File: config.mk
export PLATFORM = sky130hd
export DESIGN_NAME = exp_duty_map
export DESIGN_NICKNAME = d
export VERILOG_FILES = /design/src/rtl/exp_led_pkg.sv /design/src/rtl/exp_duty_map.sv
export SDC_FILE = /design/constraint.sdc
export NUM_CORES = 1
export LEC_CHECK = 0
export CAP_MARGIN = 0
export CORE_MARGIN = 1.5
export CORE_UTILIZATION = 51
export DETAILED_ROUTE_END_ITERATION = 16
export GPL_TIMING_DRIVEN = 0
export PLACE_DENSITY = 0.78
export SLEW_MARGIN = 25
export SYNTH_ARGS = -nofsm -noshare
export SYNTH_HDL_FRONTEND = slang
export SYNTH_SLANG_ARGS = --single-unit
File: constraint.sdc
create_clock -name clk -period 1.91 [get_ports clk]
set_input_delay 0.382 -clock clk [delete_from_list [all_inputs] [get_ports clk]]
set_output_delay 0.382 -clock clk [all_outputs]
set_load 0.01 [all_outputs]
File: src/rtl/exp_led_pkg.sv
// Shared widths, FSM encodings and the level-to-duty mapping for the exp_led_pwm blocks.
package exp_led_pkg;

  localparam int unsigned LVL_W  = 8;
  localparam int unsigned DUTY_W = 16;
  localparam int unsigned EXP_W  = 4;
  localparam int unsigned MANT_W = 4;

  typedef enum logic [1:0] {
    ST_IDLE  = 2'd0,
    ST_SHIFT = 2'd1,
    ST_HOLD  = 2'd2
  } state_e;

  // 4.4 pseudo-float level to exponential duty. e=0 keeps only the top mantissa bit so the
  // curve stays monotonic into e=1 (f(0x0F)=1, f(0x10)=2).
  function automatic logic [DUTY_W-1:0] exp_map_f(input logic [LVL_W-1:0] lvl,
                                                   input bit full_ones);
    logic [EXP_W-1:0]  e;
    logic [MANT_W-1:0] m;
    logic [DUTY_W-1:0] res;
    e = lvl[LVL_W-1:MANT_W];
    m = lvl[MANT_W-1:0];
    if (full_ones && (lvl == 8'hFF)) begin
      res = 16'hFFFF;
    end else if (e == 4'd0) begin
      res = {15'b0, m[3]};
    end else begin
      res = {1'b1, m, 11'b0} >> (4'd15 - e);
    end
    return res;
  endfunction

endpackage

File: src/rtl/exp_duty_map.sv
// Maps an 8-bit linear brightness level onto a 16-bit exponential PWM duty word.
// Default build shifts one bit per cycle to stay small; FAST selects a one-cycle barrel shift.
module exp_duty_map
  import exp_led_pkg::*;
#(
  parameter bit FAST      = 1'b0,
  parameter bit FULL_ONES = 1'b1
) (
  input  logic              clk,
  input  logic              rst_n,
  input  logic              ena,
  input  logic [LVL_W-1:0]  lvl_in,
  input  logic              lvl_valid,
  output logic              lvl_ready,
  output logic [DUTY_W-1:0] duty_out,
  output logic              duty_valid,
  input  logic              duty_ready,
  output logic              busy
);

  state_e            state_q;
  logic [DUTY_W-1:0] acc_q;
  logic [3:0]        cnt_q;
  logic              special;
  logic [DUTY_W-1:0] direct;

  // Levels whose result needs no shifting are loaded finished, with a zero shift count.
  always_comb begin
    direct  = exp_map_f(lvl_in, FULL_ONES);
    special = (lvl_in[LVL_W-1:MANT_W] == 4'd0) || (FULL_ONES && (lvl_in == 8'hFF));
  end

  // Handshake flags follow the state directly.
  always_comb begin
    lvl_ready = (state_q == ST_IDLE);
    busy      = (state_q != ST_IDLE);
  end

  // Conversion FSM with registered duty outputs; everything holds while ena is low.
  always_ff @(posedge clk or negedge rst_n) begin
    if (!rst_n) begin
      state_q    <= ST_IDLE;
      acc_q      <= '0;
      cnt_q      <= '0;
      duty_out   <= '0;
      duty_valid <= 1'b0;
    end else if (ena) begin
      case (state_q)
        ST_IDLE: begin
          if (lvl_valid) begin
            if (FAST) begin
              duty_out   <= direct;
              duty_valid <= 1'b1;
              state_q    <= ST_HOLD;
            end else begin
              if (special) begin
                acc_q <= direct;
                cnt_q <= 4'd0;
              end else begin
                acc_q <= {1'b1, lvl_in[MANT_W-1:0], 11'b0};
                // Exponent is at least 1 here, so the count tops out at 14 and never wraps.
                cnt_q <= 4'd15 - lvl_in[LVL_W-1:MANT_W];
              end
              state_q <= ST_SHIFT;
            end
          end
        end
        ST_SHIFT: begin
          if (cnt_q == 4'd0) begin
            duty_out   <= acc_q;
            duty_valid <= 1'b1;
            state_q    <= ST_HOLD;
          end else begin
            acc_q <= acc_q >> 1;
            cnt_q <= cnt_q - 4'd1;
          end
        end
        ST_HOLD: begin
          if (duty_ready) begin
            duty_valid <= 1'b0;
            state_q    <= ST_IDLE;
          end
        end
        default: begin
          state_q    <= ST_IDLE;
          duty_valid <= 1'b0;
        end
      endcase
    end
  end

endmodule
# Word level (Yosys, flattened, before mapping)
# Index checks and enable logic that the tools add are counted.
# classes
n_addsub	2
n_eq_ne	7
shift	1
n_mux	17
n_bitwise	1
n_reduce_logical	10
# op_table
cell	count
two-way mux 16 bit	5
case mux 16 bit (2 select lines)	1
>> shifter 16 x 4 -> 16 bit	1
two-way mux 4 bit	3
AND reduction 4 bit	3
== test 8 bit, second input constant	1
logical NOT 4 bit	2
inequality test 2 bit, second input constant	4
case mux 4 bit (2 select lines)	1
two-way mux 2 bit	3
case mux 2 bit (3 select lines)	1
nonzero test 2 bit	2
subtractor 4 x 1 -> 4 bit, second input constant	1
subtractor 4 bit, first input constant	1
case mux 1 bit (3 select lines)	1
AND reduction 3 bit	1
== test 2 x 1 -> 1 bit, second input constant	1
== test 2 bit, second input constant	1
logical NOT 2 bit	1
two-way mux 1 bit	2
logical OR 1 bit	1
NOT 1 bit	1
# totals
ff_bits	39
inputBits	13
output_inout_bits	19
elab_cells	43

# Depth between registers and ports, before layout
# Gate-level depths: netlist of the first run.
# depth
depth_word	7
mapped_depth	7
mapped_depth_nobuf	6

# Least setup slack after synthesis of the first run
# No wires, ideal clock.
# synth_path
kind	flip-flop to flip-flop
from	register cnt_q[0]
to	register duty_out[10]
setup_ns	0.125
arrival_ns	1.522
required_time_ns	1.785
setup_slack_ns	0.263
stages_incl_launch_ff	7
path_buffers	1
period_less_slack_ns	1.647
path_cell_list	dfrtp_1 inv_1 ha_1 nor3b_4 nand3_4 buf_6 mux2_4
# synth_via
elab_chain_len	2
# synth_lines
element	line_no	text
start, declared	exp_duty_map.sv:23	logic [3:0] cnt_q;
start signal, assigned	exp_duty_map.sv:62	cnt_q <= 4'd15 - lvl_in[LVL_W-1:MANT_W];
start signal, assigned	exp_duty_map.sv:75	cnt_q <= cnt_q - 4'd1;
logical NOT 4 bit	exp_duty_map.sv:69	if (cnt_q == 4'd0) begin
AND reduction 3 bit (no source line)	n/a	
end signal, assigned	exp_duty_map.sv:52	duty_out <= direct;
end signal, assigned	exp_duty_map.sv:70	duty_out <= acc_q;
end, declared	exp_duty_map.sv:15	output logic [DUTY_W-1:0] duty_out,
# Every way passes these cells.
# A chain may end at the register's enable or synchronous reset.

# Final worst setup path of the first run
# layout_path
from	register cnt_q[0]
to	register acc_q[14]
# layout_via
elab_chain_len	3
# layout_lines
element	line_no	text
logical NOT 4 bit	exp_duty_map.sv:69	
inequality test 2 bit (no source line)	n/a	
AND reduction 4 bit (no source line)	n/a	
end signal, assigned	exp_duty_map.sv:57	acc_q <= direct;
end signal, assigned	exp_duty_map.sv:60	acc_q <= {1'b1, lvl_in[MANT_W-1:0], 11'b0};
end signal, assigned	exp_duty_map.sv:74	acc_q <= acc_q >> 1;
end, declared	exp_duty_map.sv:22	logic [DUTY_W-1:0] acc_q;
# Every way passes these cells.

==> results of run 1 <==
==> placed cells by master (no fill, tap or decap) <==
master	count
nor4_1	1
nand2b_1	2
o41ai_2	1
o21ai_0	16
a21oi_1	13
clkbuf_4	5
nor2_1	15
o32a_1	2
nand4_1	2
and2b_1	1
buf_2	4
nor3_4	1
nor3b_4	1
dfrtp_1	39
a221oi_2	1
o221a_2	2
o22ai_1	1
mux2_2	7
buf_6	2
or3_1	1
nor2_2	1
dlygate4sd3_1	1
clkinv_2	1
buf_4	5
dlygate4sd2_1	2
clkdlybuf4s50_1	28
mux2_4	9
nand3_4	1
a211o_4	1
nand2_1	15
a221oi_1	3
a31oi_1	1
or2_0	1
inv_1	5
a211oi_2	1
a32o_1	1
ha_1	1
buf_16	1
clkinvlp_4	2
clkbuf_1	1
==> critical path: stages (launching register included) <==
cell and delay (ns):
dfrtp_1 0.38, inv_1 0.07, ha_1 0.23, nor3b_4 0.19, a211o_4 0.38, buf_4 0.18, a221oi_2 0.20, nor2_1 0.08
==> worst max path at each step <==
stage	startpoint	to	slack (ns)	depth (start not counted)
2_1_floorplan	cnt_q[0]	duty_out[10]	0.26	6
3_3_place_gp	rst_n	duty_out[6]	-0.38	1
3_5_place_dp	ena	acc_q[14]	-0.19	6
4_1_cts	cnt_q[0]	duty_out[15]	0.05	6
5_1_grt	cnt_q[0]	acc_q[3]	0.006	7
6_report	cnt_q[0]	acc_q[14]	0.10	7
==> power groups by stage <==
stage	Clock [mW]	Sequential (mW)	Combinational (mW)
after global placement	0	1.31	1.29
final	0.414	1.32	1.36
after global routing	0.472	1.36	1.50
after detailed placement	0	1.34	1.34
after CTS	0.426	1.32	1.34
after floorplan	0	1.33	0.827
==> sequential cells by signal, summed over array words and instances (netlist names) <==
register	count
acc_q	16
duty_valid	1
cnt_q	4
duty_out	16
state_q	2
==> cell families after synthesis <==
| group | Yosys count |
|---|---|
| AND/OR/NAND/NOR | 42 |
| flip-flops | 39 |
| adder cells (fa/ha/maj) | 1 |
| AO/OA/AOI/OAI | 43 |
| buffers and inverters | 13 |
| multiplexers | 16 |
==> layout make-up <==
cell class                      instances  area [um2]
Clock inverter                          3        20.0
Buffer                                  8        56.3
Timing Repair Buffer                   36         363
Inverter                                5        18.8
Sequential cell                        39         976
Fill cell                             283        1060
Multi-Input combinational cell        102         747
Tap cell                               46        57.6
Clock buffer                            5        37.5
==> metal layers <==
| metal | part of all wire | wire (um) | vias to the layer above |
|---|---|---|---|
| met1 | 0.42 | 1520 | 660 |
| met4 | 0.019 | 68 | 0 |
| met3 | 0.042 | 151 | 8 |
| li1 | - | - | 638 |
| met2 | 0.52 | 1860 | 42 |
| met5 | 0 | 0 | - |
==> stage by stage <==
stage	setup WS, ns	cells	TNS, ns	hold WS (ns)	area [um2]
finish	0.101	244	0	0.467	2280
global route	0.00555	244	0	0.493	2280
CTS	0.0522	241	0	0.471	2240
detailed placement	-0.188	232	-1.92	0.317	2180
global placement	-0.382	231	-16.13	0.490	2150
floorplan	0.263	154	0	0.0864	1790
==> repair_timing <==
action                     in CTS  in global routing
pin swaps                       0                  1
hold buffers                    1                  0
resized for setup               3                  1
hold endpoints to repair       14                  0
setup buffers                   0                  3
setup endpoints to repair       2                 25
==> metrics.cfg, run 1 <==
[run_status]
status=complete, no violations

[synthesis]
synth_fa_ha_area_frac=0.00700
synth_xor_area_frac=0
avgSynthCellArea_um2=11.6
synth.ff_latch_count=39
synth_top_area_frac=0.546
synth_nets=168
synth_top_family_by_area=compound AO/OA/AOI/OAI gates
synthDistinctLibCells=32
synthTopCellsByCount=dfrtp_1, nor2_1, o21ai_0
ys_seq_area_frac=0.546
post-synth-top-count-cell=dfrtp_1
synth-compound-area-share=0.162
syn_area_um2=1790
synth_flop_cell=dfrtp_1
synth.area.top_cells=dfrtp_1, mux2_4, o21ai_0
synth-edff-count=0
syn_inst=154
synthSimpleGateAreaFrac=0.123
synthArstFlopShare=1.00
ys_warn_count=0
yosysTopAreaCell=dfrtp_1
synth_mux_area_frac=0.120

[cells_and_area]
final_core_utilization=0.682
antenna_cells=0
layout-drive-gt1-share=0.232
area_delta_synth_final_pct=27.4
nNetsFinal=211

[clocking]
clk_latency_ns=0.36
cts_buffers=5
cts.clk_slew.worst_paths_ns=0.11
h-tree-depth=2
cts.sinks=39
cts-root-buf=clkbuf_4
cts_tree=yes
clk_path_buf_depth=2

[grt]
grt_start_max_net_pins=26
grt_pass1_vias=1304
grtUsageMet3=0.0525
grt_pass1_wl_um=6160
antenna_found_initial=0
top_usage_layer=met2
met2_usage=0.337
grt_use_met1=0.262
grt.total_usage=0.204
grt_overflow_total=0

[setup_path]
cp-end-kind=flip-flop
r2r-end=acc_q[14]
arrival_ns=2.05
r2r_start=cnt_q[0]
reg2reg_slack_ns=0.10
r2r_cells=7
crit_required_ns=2.15
path_class=flip-flop to flip-flop
critPathLaunchType=flip-flop
path_max_fanout=10

[timing]
fin_worst_skew_ns=0.0136
post-route-period-util=0.947
max_freq_mhz=553
min_period_ns=1.81
rsz0062_at_grt=no
slew_viol_final=0
finalHoldViolations=0
worst_pin_slew_ns=0.506
setup_violations=0
max_slew_margin=0.662

[die]
core_um2=3340
rows=21
die_area_um2=3870
die_h_um=62.2
start_util=0.535
die_width_um=62.2
pin_count=32

[power]
power_mw=3.09
p_int_mw=1.94
pwr-share-clk=0.134
power_switching_mw=1.15
power_density_nw_per_um2=1360
leakage_nw=1.02
p_comb_frac=0.440
swShare=0.373
seq_power_share=0.426
ir_worst_vdd_mv=0.683

[route]
num_vias=1348
drt-initial-drc-count=41
drtAntennaViolNets=0
drc_errors=0
drt-pass1-iter-count=4
wl_um=3600
wl_per_cell_um=14.8
via_per_inst=5.52

[placed_design]
gp_congestion=0.748
dp_hpwl_um=2630
io_buffers=31

[run]
max-cap-violations=0

[hold_path]
holdCritPathClass=input pin to asynchronous set/reset pin

(Power assumes the default switching activity.)
==> run 2, diff against run 1 <==
--- a/config.mk
+++ b/config.mk
@@ -10,6 +10,7 @@
 export CORE_UTILIZATION = 51
 export DETAILED_ROUTE_END_ITERATION = 16
 export GPL_TIMING_DRIVEN = 0
+export MAX_ROUTING_LAYER = met4
 export PLACE_DENSITY = 0.78
 export SLEW_MARGIN = 25
 export SYNTH_ARGS = -nofsm -noshare
==> metrics.cfg, run 2 (synthesis gave the netlist of run 1 again) <==
[route]
num_vias=1337  ; -0.82%
route.met3.wl_um=186  ; +23%
drt-initial-drc-count=44  ; +7.3%
drtAntennaViolNets=0  ; unchanged
highest_layer=met4
via_per_inst=5.48  ; -0.82%
drc_errors=0  ; unchanged
dr_wl_met2_um=1850  ; -0.65%
drt-pass1-iter-count=4  ; unchanged
wl_per_cell_um=14.8  ; +0.25%
met1Wirelength_um=1520  ; unchanged
wl_um=3610  ; +0.25%

[power]
power_density_nw_per_um2=1360  ; -0.13%
ir_worst_vdd_mv=0.683  ; about the same
leakage_nw=1.02  ; unchanged
power_mw=3.09  ; -0.13%

[clocking]
cts-root-buf=clkbuf_4
cts.sinks=39  ; unchanged
cts.clk_slew.worst_paths_ns=0.11  ; about the same
cts_buffers=5  ; unchanged
cts_tree=yes
clk_latency_ns=0.35  ; about the same
clk_path_buf_depth=2  ; unchanged
h-tree-depth=2  ; unchanged

[die]
pin_count=32  ; unchanged
core_um2=3340  ; unchanged
die_area_um2=3870  ; unchanged
rows=21  ; unchanged
start_util=0.535  ; unchanged
die_width_um=62.2  ; unchanged
die_h_um=62.2  ; unchanged

[timing]
finalHoldViolations=0  ; unchanged
slew_viol_final=0  ; unchanged
setup_violations=0  ; unchanged
holdWs_ns=0.476  ; +0.00835 ns
fin_worst_skew_ns=0.0124  ; -0.00122 ns
max_freq_mhz=554  ; +0.23%
min_period_ns=1.81  ; -0.00422 ns
max_slew_margin=0.668  ; +0.00594
rsz0062_at_grt=no
worst_pin_slew_ns=0.497  ; -0.00889 ns
post-route-period-util=0.945  ; -0.00221
setup_ws_ns=0.105  ; +0.00422 ns

[setup_path]
critical_path.max_stage_delay_ns=0.38  ; about the same
r2r_cells=7  ; unchanged
crit_required_ns=2.15  ; about the same
reg2reg_slack_ns=0.10  ; about the same
crit_chain=inv_1 -> ha_1 -> nor3b_4 -> a211o_4 -> buf_4 -> a221oi_2 -> nor2_1
cp-end-kind=flip-flop
arrival_ns=2.04  ; about the same
critPathLaunchType=flip-flop
path_max_fanout=10  ; unchanged
worst-path-stages=7  ; unchanged
path_class=flip-flop to flip-flop
crit_slowest_cell=dfrtp_1
critPathTopFamily=compound AO/OA/AOI/OAI gates
critical_path_buf_inv_count=2  ; unchanged

[grt]
grt.total_usage=0.210  ; +0.00594
grt_pass1_wl_um=6160  ; unchanged
antenna_found_initial=0  ; unchanged
grt_overflow_total=0  ; unchanged
grt_pass1_vias=1304  ; unchanged
grt_start_max_net_pins=26  ; unchanged

[run]
max-cap-violations=0  ; unchanged

[placed_design]
dp_hpwl_um=2630  ; unchanged
gp_congestion=0.758  ; +1.3%
place_ws_ns=-0.188  ; unchanged
io_buffers=31  ; unchanged
dp_cells=232  ; unchanged

[cells_and_area]
area_delta_synth_final_pct=27.4  ; unchanged
layout-drive-gt1-share=0.232  ; unchanged
final_cell_mix=dfrtp_1, clkdlybuf4s50_1, o21ai_0
reg_top3=acc_q (16), duty_out (16), cnt_q (4)
nNetsFinal=211  ; unchanged
final_common_cell=dfrtp_1
antenna_cells=0  ; unchanged
fin_cells=244  ; unchanged
fillers=283  ; unchanged

[run_status]
status=complete, no violations

[hold_path]
holdCritPathClass=input pin to asynchronous set/reset pin

run 2: report_power, final:
| group | internal, mW | switching (mW) | total [mW] |
|---|---|---|---|
| registers | 1.11 | 0.211 | 1.32 |
| logic | 0.694 | 0.666 | 1.36 |
| clock network | 0.140 | 0.272 | 0.413 |
run 2: per-layer routing:
| layer | up-vias | global-route usage |
|---|---|---|
| li1 | 634 | - |
| met3 | 7 | 0.0525 |
| met2 | 42 | 0.337 |
| met4 | 0 | 0.0722 |
| met1 | 654 | 0.262 |
| met5 | - | - |
run 2: final timing paths:
check                              from           end
setup / recovery               cnt_q[0]     acc_q[14]
hold / removal                    rst_n  duty_out[14]
setup reg to reg               cnt_q[0]     acc_q[14]
hold reg to reg            duty_out[13]  duty_out[13]
max in group asynchronous         rst_n    duty_valid
min in group clk           duty_out[13]  duty_out[13]
run 2: layout make-up:
type / instances / area [um2] / area share
Clock buffer: 5 / 37.5 / 0.0165
Sequential cell: 39 / 976 / 0.429
Multi-Input combinational cell: 102 / 747 / 0.328
Inverter: 5 / 18.8 / 0.00825
Timing Repair Buffer: 36 / 363 / 0.159
Tap cell: 46 / 57.6 / 0.0253
Clock inverter: 3 / 20.0 / 0.00880
Buffer: 8 / 56.3 / 0.0247
run 2: stage by stage:
stage               utilization  instance area [um2]  TNS, ns
floorplan                     -                 1790        0
global placement          0.646                 2150   -16.13
detailed placement        0.652                 2180    -1.92
CTS                       0.673                 2240        0
global route              0.682                 2280        0
finish                    0.682                 2280        0
run 2: repair_timing:
action	in CTS	in global routing
endpoints found under the setup margin	2	25
gates resized for setup	3	1
hold endpoints to repair	14	0
hold buffers	1	0
pin swaps	0	1
setup buffers	0	3
run 2: worst register-to-register path, delay by kind of cell (launching register included):
kind | cells | cell delay [ns]
compound gates | 2 | 0.58
fa+ha+maj | 1 | 0.23
buf+inv | 2 | 0.25
flops | 1 | 0.38
simple gates | 2 | 0.27
